===== src/rtl/fp_pkg.sv =====
// Shared floating-point datapath definitions: rounding modes, flag bit positions
// and the product-width helper used by the multiplier normaliser and adder normaliser.
package fp_pkg;

    localparam logic RND_RNE = 1'b0;
    localparam logic RND_RTZ = 1'b1;

    localparam int FLG_OVF = 2;
    localparam int FLG_UNF = 1;
    localparam int FLG_INX = 0;

    // Full product width of two mantissas with hidden bits restored.
    function automatic int prod_w(input int man_w);
        return 2 * (man_w + 1);
    endfunction

endpackage


===== src/rtl/fp_round_unit.sv =====
// Combinational round / range-check stage: applies RNE or RTZ, renormalises a
// rounding carry, then resolves zero > overflow > underflow > normal.
module fp_round_unit
    import fp_pkg::*;
#(
    parameter int EXP_W = 5,
    parameter int MAN_W = 10
) (
    input  logic                     sign,
    input  logic signed [EXP_W+2:0]  e,
    input  logic [MAN_W-1:0]         man,
    input  logic                     guard,
    input  logic                     sticky,
    input  logic                     zero,
    input  logic                     rnd_mode,
    output logic [EXP_W+MAN_W:0]     result,
    output logic [2:0]               flags
);

    localparam int EW = EXP_W + 3;
    localparam logic [EW-1:0] EMAX = EW'((1 << EXP_W) - 1);

    logic                  inc;
    logic                  carry;
    logic [MAN_W-1:0]      man_r;
    logic signed [EW-1:0]  e_r;
    logic                  ovf;
    logic                  unf;

    always_comb begin
        inc = (rnd_mode == RND_RNE) && guard && (sticky || man[0]);
        {carry, man_r} = {1'b0, man} + {{MAN_W{1'b0}}, inc};
        // A carry out of all-ones leaves man_r at zero, so only the exponent moves.
        e_r = e + {{(EW-1){1'b0}}, carry};
        ovf = !e_r[EW-1] && ($unsigned(e_r) >= EMAX);
        unf = e_r[EW-1] || (e_r == '0);

        result = '0;
        flags  = '0;
        if (zero) begin
            result = {sign, {(EXP_W+MAN_W){1'b0}}};
        end else if (ovf) begin
            flags[FLG_OVF] = 1'b1;
            flags[FLG_INX] = 1'b1;
            if (rnd_mode == RND_RTZ)
                result = {sign, {(EXP_W-1){1'b1}}, 1'b0, {MAN_W{1'b1}}};
            else
                result = {sign, {EXP_W{1'b1}}, {MAN_W{1'b0}}};
        end else if (unf) begin
            flags[FLG_UNF] = 1'b1;
            flags[FLG_INX] = 1'b1;
            result = {sign, {(EXP_W+MAN_W){1'b0}}};
        end else begin
            flags[FLG_INX] = guard | sticky;
            result = {sign, e_r[EXP_W-1:0], man_r};
        end
    end

endmodule


===== src/rtl/fp_mul_norm_pipe.sv =====
// Two-stage normalise/round pipeline for the FP multiplier with valid/ready
// flow control; stage 2 is the output register, so stalls back up into stage 1.
module fp_mul_norm_pipe
    import fp_pkg::*;
#(
    parameter int EXP_W = 5,
    parameter int MAN_W = 10
) (
    input  logic                        clk,
    input  logic                        rst,
    input  logic                        in_valid,
    output logic                        in_ready,
    input  logic                        in_sign,
    input  logic [EXP_W+1:0]            in_exp,
    input  logic [2*(MAN_W+1)-1:0]      in_prod,
    input  logic                        rnd_mode,
    output logic                        out_valid,
    input  logic                        out_ready,
    output logic [EXP_W+MAN_W:0]        out_result,
    output logic [2:0]                  out_flags
);

    localparam int PW = prod_w(MAN_W);
    localparam int EW = EXP_W + 3;

    logic [2:1]            vld_pipe;
    logic                  s2_adv;
    logic                  s1_adv;

    logic                  s1_sign, s1_guard, s1_sticky, s1_zero, s1_rnd;
    logic signed [EW-1:0]  s1_e;
    logic [MAN_W-1:0]      s1_man;

    logic                  n_guard, n_sticky;
    logic signed [EW-1:0]  n_e;
    logic [MAN_W-1:0]      n_man;

    logic [EXP_W+MAN_W:0]  rnd_result;
    logic [2:0]            rnd_flags;

    assign s2_adv    = !vld_pipe[2] || out_ready;
    assign s1_adv    = s2_adv;
    assign in_ready  = !vld_pipe[1] || s1_adv;
    assign out_valid = vld_pipe[2];

    // Exponent is widened by one bit so +1 here and the rounding carry never wrap.
    always_comb begin
        n_e = {in_exp[EXP_W+1], in_exp};
        if (in_prod[PW-1]) begin
            n_man    = in_prod[PW-2:MAN_W+1];
            n_guard  = in_prod[MAN_W];
            n_sticky = |in_prod[MAN_W-1:0];
            n_e      = n_e + EW'(1);
        end else begin
            n_man    = in_prod[PW-3:MAN_W];
            n_guard  = in_prod[MAN_W-1];
            n_sticky = |in_prod[MAN_W-2:0];
        end
    end

    fp_round_unit #(.EXP_W(EXP_W), .MAN_W(MAN_W)) u_round (
        .sign     (s1_sign),
        .e        (s1_e),
        .man      (s1_man),
        .guard    (s1_guard),
        .sticky   (s1_sticky),
        .zero     (s1_zero),
        .rnd_mode (s1_rnd),
        .result   (rnd_result),
        .flags    (rnd_flags)
    );

    always_ff @(posedge clk or posedge rst) begin
        if (rst) begin
            vld_pipe   <= '0;
            s1_sign    <= 1'b0;
            s1_e       <= '0;
            s1_man     <= '0;
            s1_guard   <= 1'b0;
            s1_sticky  <= 1'b0;
            s1_zero    <= 1'b0;
            s1_rnd     <= 1'b0;
            out_result <= '0;
            out_flags  <= '0;
        end else begin
            if (in_ready) begin
                vld_pipe[1] <= in_valid;
                if (in_valid) begin
                    s1_sign   <= in_sign;
                    s1_e      <= n_e;
                    s1_man    <= n_man;
                    s1_guard  <= n_guard;
                    s1_sticky <= n_sticky;
                    s1_zero   <= (in_prod[PW-1:PW-2] == 2'b00);
                    s1_rnd    <= rnd_mode;
                end
            end
            // Output data only loads on an advance, which keeps it frozen under stall.
            if (s2_adv) begin
                vld_pipe[2] <= vld_pipe[1];
                if (vld_pipe[1]) begin
                    out_result <= rnd_result;
                    out_flags  <= rnd_flags;
                end
            end
        end
    end

endmodule


===== config.mk =====
export PLATFORM = sky130hd
export DESIGN_NAME = fp_mul_norm_pipe
export DESIGN_NICKNAME = d
export VERILOG_FILES = /design/src/rtl/fp_pkg.sv /design/src/rtl/fp_round_unit.sv /design/src/rtl/fp_mul_norm_pipe.sv
export SDC_FILE = /design/constraint.sdc
export NUM_CORES = 1
export LEC_CHECK = 0
export ABC_AREA = 1
export CORE_ASPECT_RATIO = 1.2
export CORE_MARGIN = 10
export CORE_UTILIZATION = 35
export CTS_CLUSTER_SIZE = 16
export DETAILED_ROUTE_END_ITERATION = 10
export MAX_ROUTING_LAYER = met4
export SYNTH_ARGS = -nofsm -noshare
export SYNTH_HDL_FRONTEND = slang
export SYNTH_SLANG_ARGS = --single-unit
export TNS_END_PERCENT = 5

===== constraint.sdc =====
create_clock -name clk -period 4 [get_ports clk]
set_clock_uncertainty 0.1 [all_clocks]
set_input_delay 0.6 -clock clk [delete_from_list [all_inputs] [get_ports clk]]
set_output_delay 0.6 -clock clk [all_outputs]
set_load 0.01 [all_outputs]

Word-level counts from Yosys, hierarchy flattened
Index checks and enable logic that the tools add are counted.
- register bits: 44
- output and inout port bits: 21
- add/subtract/negate cells: 3
- $lt $le $gt $ge: 1
- multiplexer cells: 14
- bitwise logic cells: 2
- reduce and logical (&&, ||, !) cells: 16
- operator list (operator ; number):
    $mux 15 ; 3
    $add 10x1->11 ; 1
    $mux 11 ; 1
    $mux 10 ; 1
    $reduce_or 10->1 ; 1
    $reduce_or 9->1 ; 1
    $add 7x2->8 const B ; 1
    $add 8x1->8 ; 1
    $ge 8x5->1 const B ; 1
    $logic_not 8->1 ; 1
    $mux 8 ; 1
    $mux 1 ; 7
    $logic_or 1x1->1 ; 4
    $reduce_and 2->1 ; 2
    $logic_and 1x1->1 ; 3
    $logic_not 1->1 ; 3
    $mux 3 ; 1
    $logic_not 2->1 ; 1
    $not 1->1 ; 1
    $or 1x1->1 ; 1

Depth between registers and ports, before layout
- word-level depth: 10
- depth in mapped cells: 21

Hierarchy
A second synthesis with hierarchy kept.
- cells, all modules: 402
- area, all modules: 2812.7 um^2
- by module, submodules not included (module ; times used ; cells an instance ; area each (um^2) ; sequential area each (um^2)):
    fp_mul_norm_pipe ; 1 ; 257 ; 2040.7 ; 1101.1
    fp_round_unit ; 1 ; 145 ; 772.0 ; 0.0

Worst setup path before layout
No wires, ideal clock.
- path kind: register to register
- start point: register s1_sticky
- end point: register out_result[1]
- library setup time: 0.116 ns
- arrival: 2.569 ns
- path slack: 1.214 ns
- stages on the path, launching flop included: 22
- path buffers: 1
- period minus slack after synthesis: 2.786 ns
- cell sequence: dfrtp_1 > o21ai_0 > nor2_1 > ha_1 > ha_1 > nand3_1 > nor2_1 > nand3_1 > nor3_1 > ha_1 > nand2_2 > nor2_4 > nand2_2 > nand2_1 > nand2_1 > nor2_2 > nand2_2 > buf_6 > nand3_1 > nand2_1 > nand2_1 > nand2_1
- word-level cells in the longest chain between the ends: 9
- elaborated cells between the ends (all ways): 12
- ends and longest elaborated chain (item ; line ; text):
    from (decl) ; fp_mul_norm_pipe.sv:30 ; logic s1_sign, s1_guard, s1_sticky, s1_zero, s1_rnd;
    from (signal assigned) ; fp_mul_norm_pipe.sv:93 ; s1_sticky <= n_sticky;
    $logic_or 1x1->1 * ; fp_round_unit.sv:31 ; inc = (rnd_mode == RND_RNE) && guard && (sticky || man[0]);
    $logic_and 1x1->1 * ; fp_round_unit.sv:31 ;
    $add 10x1->11 * ; fp_round_unit.sv:32 ; {carry, man_r} = {1'b0, man} + {{MAN_W{1'b0}}, inc};
    parallel branches: the longest is 4 deep, another holds $add 8x1->8 ; -- ;
    $mux 15 * ; fp_round_unit.sv:42 ; end else if (ovf) begin
    $mux 15 * ; fp_round_unit.sv:40 ; if (zero) begin
    to (signal assigned) ; fp_mul_norm_pipe.sv:102 ; out_result <= rnd_result;
    to (decl) ; fp_mul_norm_pipe.sv:19 ; output logic [EXP_W+MAN_W:0] out_result,
Mark *: on every way between the ends.
A chain may end at the register's enable or synchronous reset.

Worst setup path after layout
- start point: register s1_man[0]
- end point: register out_result[12]
- word-level cells in the longest chain between the ends: 9
- elaborated cells between the ends (all ways): 12
- ends and longest elaborated chain (item ; line ; text):
    from (decl) ; fp_mul_norm_pipe.sv:32 ; logic [MAN_W-1:0] s1_man;
    from (signal assigned) ; fp_mul_norm_pipe.sv:91 ; s1_man <= n_man;
    $logic_or 1x1->1 ; fp_round_unit.sv:31 ;
    $logic_and 1x1->1 ; fp_round_unit.sv:31 ;
    $add 10x1->11 * ; fp_round_unit.sv:32 ;
    $add 8x1->8 * ; fp_round_unit.sv:34 ; e_r = e + {{(EW-1){1'b0}}, carry};
    parallel branches: the longest is 3 deep, another holds $ge 8x5->1 ; -- ;
    $mux 15 * ; fp_round_unit.sv:42 ;
    $mux 15 * ; fp_round_unit.sv:40 ;
Marked as above.

==> summary.md <==
| Metric | Value |
|---|---|
| Iteration-0 DRC Markers | 76 |
| Achievable Freq | between 300 and 400 MHz |
| Setup ws final | 839 ps |
| # port buffers | 55 |
| CP peak stage delay | 370 ps |
| GP Congestion | 0.812 |
| Pleak | 1.60 nW |
| Total routed wirelength | 5.93 mm |
| Most frequent cells in the layout | 133 x nand2_1, 55 x clkdlybuf4s50_1, 44 x dfrtp_1 |
| Nets | roughly 440 |
| H-tree levels | 2 |
| Hpwl dp | 4.70 mm |
| Worst vdd ir | 0.185 mV |
| CTS max path bufs | 2 |
| CTS Buf Count | 5 |
| Synthesized area | 0.00259 mm^2 |
| Max-slew violation count | 0 |
| Gr usage total | approximately 11% |
| Crit-path cells | o21ai_0 > nor2_1 > ha_1 > ha_1 > nand3_1 > nor2_1 > nand3_1 > nor3_1 > ha_1 > nand2_2 > nor2_4 > xor2_2 > nor2_1 > nand2_2 > nand2_1 > nor2_1 > nand2_1 > nand3_1 |
| Horiz. Die Dim | 98.5 um |
| Cell at the slowest stage of the critical path | dfrtp_1 |
| Cts hold-fix bufs | 0 |
| Vias per std cell | 4.66 |
| Total core area | around 0.0072 mm^2 |
| 1st-pass router iterations | 5 |
| Tcrit/Tclk final | 79.0% |
| CP most frequent cell | nor2_1 |
| Final hold viol count | 0 |
| Gate Count Post-Synth | 350 |
| Crit. End Element | flip-flop |
| Area taken by multi-input logic gates | 0.00127 mm^2 |
| Max FO, Critical Path | 12 |
| Avg Cell Area, Syn | 7.40 um^2 |
| PD cells | 448 mW/mm^2 |
| Detailed-route via count | around 2300 |
| Share of layout cells above drive strength 1 | approximately 7.2% |
| Distinct cells, synth | 28 |
| CP bufs+invs | 0 |
| Crit path required time | 4140 ps |
| Post-CTS Resized | 0 |
| Synth Register Bits | 44 |
| Die Y | 114 um |
| Async SR Flop Fraction | 100% |
| Worst Tran Pin Value | between 600 and 700 ps |
| Hold Crit Class | reg -> reg |
| Arr. time, crit path | ~3300 ps |
| Storage cell area | 0.00110 mm^2 |
| Initial Util | 35.8% |
| Number of inserted diodes | 0 |
| Layout area overhead | 26.7% |
| Clock Tree Root | clkbuf_8 |
| Vias in the first global route | approximately 2300 |
| Antenna viol nets, final | 0 |
| Rows | 34 |
| Minimum clock period | 3160 ps |
| Startpoint Class | flip-flop |
| Ys flop type | dfrtp_1 |
| TritonCTS Sinks | 44 |
| Yosys warnings | 0 |
| Commonest non-fill, non-tap cell in the layout | nand2_1 |
| Initial antenna violation count | 0 |
| IO Count | 56 |
| Worst-path clk slew | 80 ps |
| MaxCap Viol Count | 0 |
| Status | completed |
| Final Setup Violations | 0 |
| Placed cells | 485 |
| CTS tree | done |
| Critical path type | reg -> reg |
| Fill cells | 773 |
| DRC Markers | 0 |
| Unrepaired setup endpoints after global routing | false |
| Buffer count from post-CTS setup fixing | 0 |
| GRT Residual Overflow | 0 |
| First-pass GRT wire length | roughly 10 mm |
| Routed WL per cell | 12.0 um |
| Worst slack, placed | 782 ps |
| Sequential fraction of the synthesis area | a little over two fifths |
| Post-Route Setup TNS | 0 ps |
| Pin count of the biggest net entering global routing | 45 |
| Slew HR | roughly 53% |
| Die Area | between 0.01 and 0.015 mm^2 |
| Post-synth EDFFs | 0 |
| CP delay by family, top | simple AND/OR/NAND/NOR gates |
| Net Count, Synth | 390 |
| Finished Layout Cells | between 400 and 500 |
| Clk_lat worst skew | 300 ps |
path summary, 6_finish.rpt:
check | start | end | slack [ps] | depth (start not counted)
worst max-delay path | s1_man[0]$_DFFE_PP0P_ | out_result[12]$_DFFE_PP0P_ | 840 | 18
worst min-delay path | out_result[2]$_DFFE_PP0P_ | out_result[2]$_DFFE_PP0P_ | 380 | 2
worst max register to register | s1_man[0]$_DFFE_PP0P_ | out_result[12]$_DFFE_PP0P_ | 840 | 18
worst min register to register | out_result[2]$_DFFE_PP0P_ | out_result[2]$_DFFE_PP0P_ | 380 | 2
max in group asynchronous | rst | s1_e[5]$_DFFE_PP0P_ | 2790 | 3
min in group asynchronous | rst | out_result[6]$_DFFE_PP0P_ | 640 | 3
cell type report:
class | count | area share, %
clock buffers | 8 | 2.75
inverters | 34 | 4.20
multi-input cells | 259 | 38.6
flip-flops and latches | 44 | 33.6
well taps | 90 | 3.43
repair buffers | 58 | 17.5
metal layers:
metal | routed length, um | vias to the layer above | global-route usage [%]
li1 | - | 1215 | -
met1 | 2820 | 1008 | 13.5
met2 | 2620 | 64 | 17.5
met3 | 383 | 8 | 2.96
met4 | 106 | 0 | 4.31
met5 | 0 | - | -
worst reg2reg max path, cell delays in order, from the launching register on:
cell and delay (ps):
dfrtp_1 370, o21ai_0 80, nor2_1 90, ha_1 210, ha_1 200, nand3_1 120
nor2_1 160, nand3_1 130, nor3_1 220, ha_1 280, nand2_2 90, nor2_4 200
xor2_2 170, nor2_1 80, nand2_2 200, nand2_1 110, nor2_1 160, nand2_1 80
nand3_1 60
sequential cells by signal, summed over array words and instances, names as in the netlist:
name,count
out_flags,3
out_result,16
s1_e,8
s1_guard,1
s1_man,10
s1_rnd,1
s1_sign,1
s1_sticky,1
s1_zero,1
vld_pipe,2
power by group:
group | total, mW | internal [mW] | switching, mW
logic | 0.549 | 0.270 | 0.278
clock network | 0.285 | 0.141 | 0.144
registers | 0.637 | 0.557 | 0.0796
total | 1.47 | 0.968 | 0.502
per-stage QoR:
stage               power (mW)  utilization (%)  cell area (um^2)  hold slack (ps)
finish                    1.47             45.4              3280              383
global route              1.59             45.4              3280              405
CTS                       1.50             45.4              3280              386
detailed placement        1.21             44.1              3190              365
global placement          1.20             44.1              3190              361
floorplan                0.950                -              2590              352
Yosys cell counts (all sizes together), types with 5 or more instances:
| master | count | area share [%] |
|---|---|---|
| a31oi | 10 | 2.4 |
| dfrtp | 44 | 43 |
| clkbuf | 5 | 0.73 |
| nor3 | 6 | 1.2 |
| nand4 | 5 | 1.2 |
| nor2 | 28 | 4.5 |
| xor2 | 8 | 3.0 |
| nand2 | 140 | 21 |
| ha | 5 | 2.4 |
| o21ai | 13 | 2.5 |
| buf | 8 | 2.5 |
| nand3 | 33 | 7.7 |
| inv | 32 | 4.6 |
logic make-up (layout without fill, tap and decap cells):
| logic type | Yosys count | after routing | synth area share (%) |
|---|---|---|---|
| xor gates and xnor gates | 9 | 9 | 3.34 |
| AOI/OAI and AO/OA | 30 | 30 | 6.77 |
| adders and majority gates | 5 | 5 | 2.42 |
| DFF | 44 | 44 | 42.5 |
| and+or+nand+nor | 215 | 215 | 36.4 |
| buffers and inverters | 47 | 100 | 8.56 |
Note: power is estimated with default switching activity, not from simulation.
